File: config.mk
export PLATFORM = sky130hd
export DESIGN_NAME = regbank4_2r1w
export DESIGN_NICKNAME = d
export VERILOG_FILES = /design/src/rtl/regbank4_2r1w.sv
export SDC_FILE = /design/constraint.sdc
export NUM_CORES = 1
export LEC_CHECK = 0
export CORE_MARGIN = 3
export CORE_UTILIZATION = 48
export CTS_CLUSTER_DIAMETER = 150
export DETAILED_ROUTE_END_ITERATION = 6
export HOLD_SLACK_MARGIN = 0.12
export PLACE_DENSITY = 0.78
export SYNTH_ARGS = -nofsm -noshare
export SYNTH_HDL_FRONTEND = slang
export SYNTH_SLANG_ARGS = --single-unit
File: constraint.sdc
create_clock -name clk -period 1 [get_ports clk]
set_clock_uncertainty 0.15 [all_clocks]
set_input_delay 0.15 -clock clk [delete_from_list [all_inputs] [get_ports clk]]
set_output_delay 0.15 -clock clk [all_outputs]
set_load 0.02 [all_outputs]
File: src/rtl/regbank4_2r1w.sv
// Four-entry register bank with one synchronous write port and two
// combinational read ports; entry 3 can be built as a constant-zero register.
module regbank4_2r1w #(
  parameter int WIDTH         = 64,
  parameter int HARDWIRE_ZERO = 1
) (
  input  logic             clk,
  input  logic             reset,
  input  logic             RegWrite,
  input  logic [1:0]       WriteReg,
  input  logic [WIDTH-1:0] WriteData,
  input  logic [1:0]       ReadReg1,
  input  logic [1:0]       ReadReg2,
  output logic [WIDTH-1:0] ReadData1,
  output logic [WIDTH-1:0] ReadData2
);

  logic [3:0][WIDTH-1:0] entry_q;

  generate
    for (genvar gi = 0; gi < 4; gi++) begin : g_entry
      if (HARDWIRE_ZERO != 0 && gi == 3) begin : g_zero
        // No storage: writes to this index have nowhere to land.
        assign entry_q[gi] = '0;
      end else begin : g_store
        logic             wr_en;
        logic [WIDTH-1:0] q_reg;

        // Reset masks the enable so a write in a reset cycle is fully discarded.
        assign wr_en = RegWrite & ~reset & (WriteReg == 2'(gi));

        always_ff @(posedge clk) begin
          if (reset) begin
            q_reg <= '0;
          end else if (wr_en) begin
            q_reg <= WriteData;
          end
        end

        assign entry_q[gi] = q_reg;
      end
    end
  endgenerate

  // Read ports select straight from the stored entries: no bypass of the
  // data being written this cycle.
  assign ReadData1 = entry_q[ReadReg1];
  assign ReadData2 = entry_q[ReadReg2];

endmodule

; Word level (Yosys, flattened, before mapping)
; Index checks and enable logic that the tools add are counted.
[op_classes]
order_cmp = 2
n_eq_ne = 2
n_mux = 4
bitwise = 5
reduce_logical = 1
[ops]
columns = cell, count
row1 = 64-bit binary-select mux with 2-bit select, 2
row2 = 64-bit 2-to-1 mux, 2
row3 = "2-bit by 3-bit < comparator with 1-bit output, second input constant", 2
row4 = 1-bit bitwise AND, 4
row5 = "2-bit by 1-bit equality test with 1-bit output, second input constant", 1
row6 = "2-bit equality test, second input constant", 1
row7 = 2-bit logical NOT, 1
row8 = 1-bit inverter, 1
[word_totals]
regBits = 192

; Depth between registers and ports, before layout
; Gate-level depths: netlist of run 1.
[logic_depth]
ltp_word = 3
mapped_depth = 4
mapped_depth_nobuf = 2

; Worst setup path after synthesis of run 1
; OpenSTA, ideal clock, no wires.
[synth_timing]
kind = input port to output port
startpoint = input ReadReg1[1]
endpoint = output ReadData1[10]
arrival_time_ps = 951
required_ps = 700
setup_slack_ps = -251
cell_stages = 4
path_buffers = 2
path_cell_list = buf_4 buf_6 mux2i_1 o2bb2ai_1
[synth_via]
elab_chain_len = 2
[synth_rtl]
columns = element, line_no
row1 = start: declaration, 12  ; input logic [1:0] ReadReg1,
row2 = 64-bit binary-select mux with 2-bit select, 47  ; assign ReadData1 = entry_q[ReadReg1];
row3 = 64-bit 2-to-1 mux (implied by the code), 47
row4 = end: declaration, 14  ; output logic [WIDTH-1:0] ReadData1,
; No other way between the ends. The select of a mux whose other input is x is not followed.

; Worst setup path after layout of run 1
[layout_timing]
startpoint = register g_entry[2].g_store.q_reg[60]
endpoint = output ReadData2[60]
[layout_via]
elab_chain_len = 2
[layout_rtl]
columns = element, line_no
row1 = start: declaration, 27  ; logic [WIDTH-1:0] q_reg;
row2 = start signal: assignment, 36  ; q_reg <= WriteData;
row3 = 64-bit binary-select mux with 2-bit select, 48  ; assign ReadData2 = entry_q[ReadReg2];
row4 = 64-bit 2-to-1 mux (implied by the code), 48
row5 = end: declaration, 15  ; output logic [WIDTH-1:0] ReadData2
; No other way between the ends. The select of a mux whose other input is x is not followed.

==> qor.yml, run 1 <==
run_status:
  outcome: "complete, but fails checks"
  violations: "setup timing"
grt:
  grt_pass1_vias: 8962
  grt_max_degree: 75
  antenna_found_initial: 1
  grt.total_usage_pct: 24.9
  grt_overflow: 0
  grt_pass1_wl_um: 48000
setup_path:
  cp.required_ns: 0.70
  worst-path-max-fanout: 3
  crit_path_start_kind: "flop"
  critPathKind: "flop to primary output"
  crit_arrival_ns: 1.31
  max_stage_delay_ns: 0.36
  slowest_stage: "dfxtp_4"
  setup.worst_path.start: "g_entry[2].g_store.q_reg[60]"
  end_kind: "primary output"
  reg2reg_depth: 4
  crit_chain: "mux2i_1 -> o2bb2ai_1 -> buf_4"
  reg2reg_from: "g_entry[0].g_store.q_reg[41]"
cts:
  htreeDepth: 4
  clock-sinks: 192
  cts_tree: "done"
  clk_pin_slew_ns: 0.07
  clock-root-buffer: "clkbuf_16"
  insertion_delay_ns: 0.44
  ctsHoldBuffers: 0
  numCtsBuffers: 17
  clock_path_buffers: 2
layout:
  final_area_um2: 15900
  largest_reg_flops: 192
  nets: 1332
  drive_gt1_share_pct: 47.2
  n_antenna_cell: 0
  finalCoreUtilization_pct: 75.1
  area_growth_syn_to_layout_pct: 52.3
hold_path:
  worstHoldPathCells: 4
  hold_class: "input port to flop"
  hp-start: "RegWrite"
logic_synthesis:
  syn_area_um2: 10400
  synth_cells: 994
  synth_commonest_cells: "320 x mux2i_1, 256 x nand2b_1, 192 x dfxtp_1"
  ys_ff_latch: 192
  synth_edf_count: 0
  ys_seq_area_share_pct: 36.9
  yosys-top-cells-area: "dfxtp_1 37%, mux2i_1 31%, nand2b_1 15%, o2bb2ai_1 11%, buf_6 3.1%"
  avgSynthCellArea_um2: 10.5
  yosysWarnings: 0
  async_flop_share_pct: 0
  yosys.cell_types.count: 14
  yosys.area.top_type: "dfxtp_1"
  synth_top_area_share_pct: 36.9
  synth_fp_nets: 1067
  synth.most_common_cell: "mux2i_1"
  synth_ff_type: "dfxtp_1"
routing:
  drt_iter0_drc: 401
  drc: 0
  drtPass1Iterations: 4
  routedWlPerCell_um: 19.6
  vias: 8509
  ant_nets: 0
  via_per_inst: 5.50
  wl_um: 30300
timing:
  period_share_pct: 161
  final.setup.tns_ns: -61.78
  hold_violations: 0
  worst_slack_ns: -0.607
  period_needed_ns: 1.61
  setup_viol_count_final: 128
  slew_headroom_pct: 58.9
  fin_hold_ws_ns: 0.151
  grt_setup_unrepaired: "true"
  tightest_slew_ns: 0.617
  fmax_mhz: 622
  slew_viol_final: 0
floorplan:
  initial_core_util_pct: 49.3
  ioPinCount: 201
  die_area_um2: 23500
  die_h_um: 153
  core_um2: 21200
  die_width_um: 153
  num_rows: 53
power_and_ir_drop:
  switchingPower_mw: 5.28
  irDropWorstVdd_v: 0.00118
  pwr-share-comb_pct: 19.1
  powerDensity_nw_per_um2: 1160
  p_int_mw: 13.1
  seqPwrFrac_pct: 44.7
  clkPwrFrac_pct: 36.2
  p_leak_nw: 6.64
  switching_share_pct: 28.7
placement:
  pre_cts_slack_ns: -0.892
  port_buffers: 200
  place_area_um2: 14500
  dpl.hpwl_um: 20000
  gp_congestion: 0.773
job:
  drv_cap: 0
[final timing paths]
kind / end / slack [ns]
setup / recovery: ReadData2[60] / -0.61
hold / removal: g_entry[2].g_store.q_reg[60] / 0.15
setup reg to reg: g_entry[0].g_store.q_reg[41] / 0.02
hold reg to reg: g_entry[0].g_store.q_reg[18] / 0.33
[layer usage]
| metal | vias to the layer above | GRT usage (%) | wire, um |
|---|---|---|---|
| met5 | - | 0 | 13 |
| met4 | 2 | 7.32 | 589 |
| met3 | 43 | 4.33 | 1570 |
| met2 | 212 | 41.2 | 14400 |
| met1 | 4172 | 33.6 | 13700 |
| li1 | 4080 | - | - |
[cells by family after synthesis]
group | synth area share [%]
mux | 30.7
simple gates | 15.9
buf+inv | 5.77
compound gates | 10.7
flops | 36.9
[power by group through the flow]
| stage | combinational, mW | clock [mW] | sequential, mW |
|---|---|---|---|
| floorplan | 1.99 | 0 | 8.28 |
| global placement | 3.24 | 0 | 8.32 |
| detailed placement | 3.28 | 0 | 8.34 |
| CTS | 3.42 | 6.70 | 8.22 |
| global route | 3.70 | 7.05 | 8.24 |
| finish | 3.51 | 6.64 | 8.20 |
[cell usage in the layout (no fill, tap or decap), drive strengths merged]
cell type,n
mux2i,320
buf,270
nand2b,256
dfxtp,192
o2bb2ai,128
clkdlybuf4s50,64
clkbuf,20
clkinv,7
inv,7
nor2b,2
nand3b,2
nor3b,1
and3b,1
or3b,1
clkdlybuf4s15,1
[metrics by stage]
step | cells | total power, mW
2_1_floorplan | 994 | 10.3
3_3_place_gp | 1503 | 11.6
3_5_place_dp | 1503 | 11.6
4_1_cts | 1542 | 18.3
5_1_grt | 1547 | 19.0
6_report | 1547 | 18.4
[area by class of cell]
type                       count  area, um^2
clock buffer                  18         439
multi-input combinational    711        7300
timing repair buffer         337        3610
clock inverter                14         123
tap                          275         344
sequential                   192        4070
fill                        1430        5270
[critical path, delay by kind of cell (launching register included)]
kind                   cells  cell delay, ns
multiplexers               1            0.20
AO/OA/AOI/OAI              1            0.13
buffers and inverters      1            0.18
flip-flops                 1            0.36
[what timing repair did]
item | in CTS | in global routing
buffers inserted | 7 | 5
pin swaps | 51 | 18
cloned | 1 | 1
setup endpoints to repair | 320 | 193
resized for setup | 913 | 76
No activity file was read; power rests on OpenSTA's default activity.
==> inputs of run 2 (changes only) <==
Settings changed: CAP_MARGIN from default to 10.
==> results of run 2 <==
Final layout, timing and power as in run 1 (identical DEF).
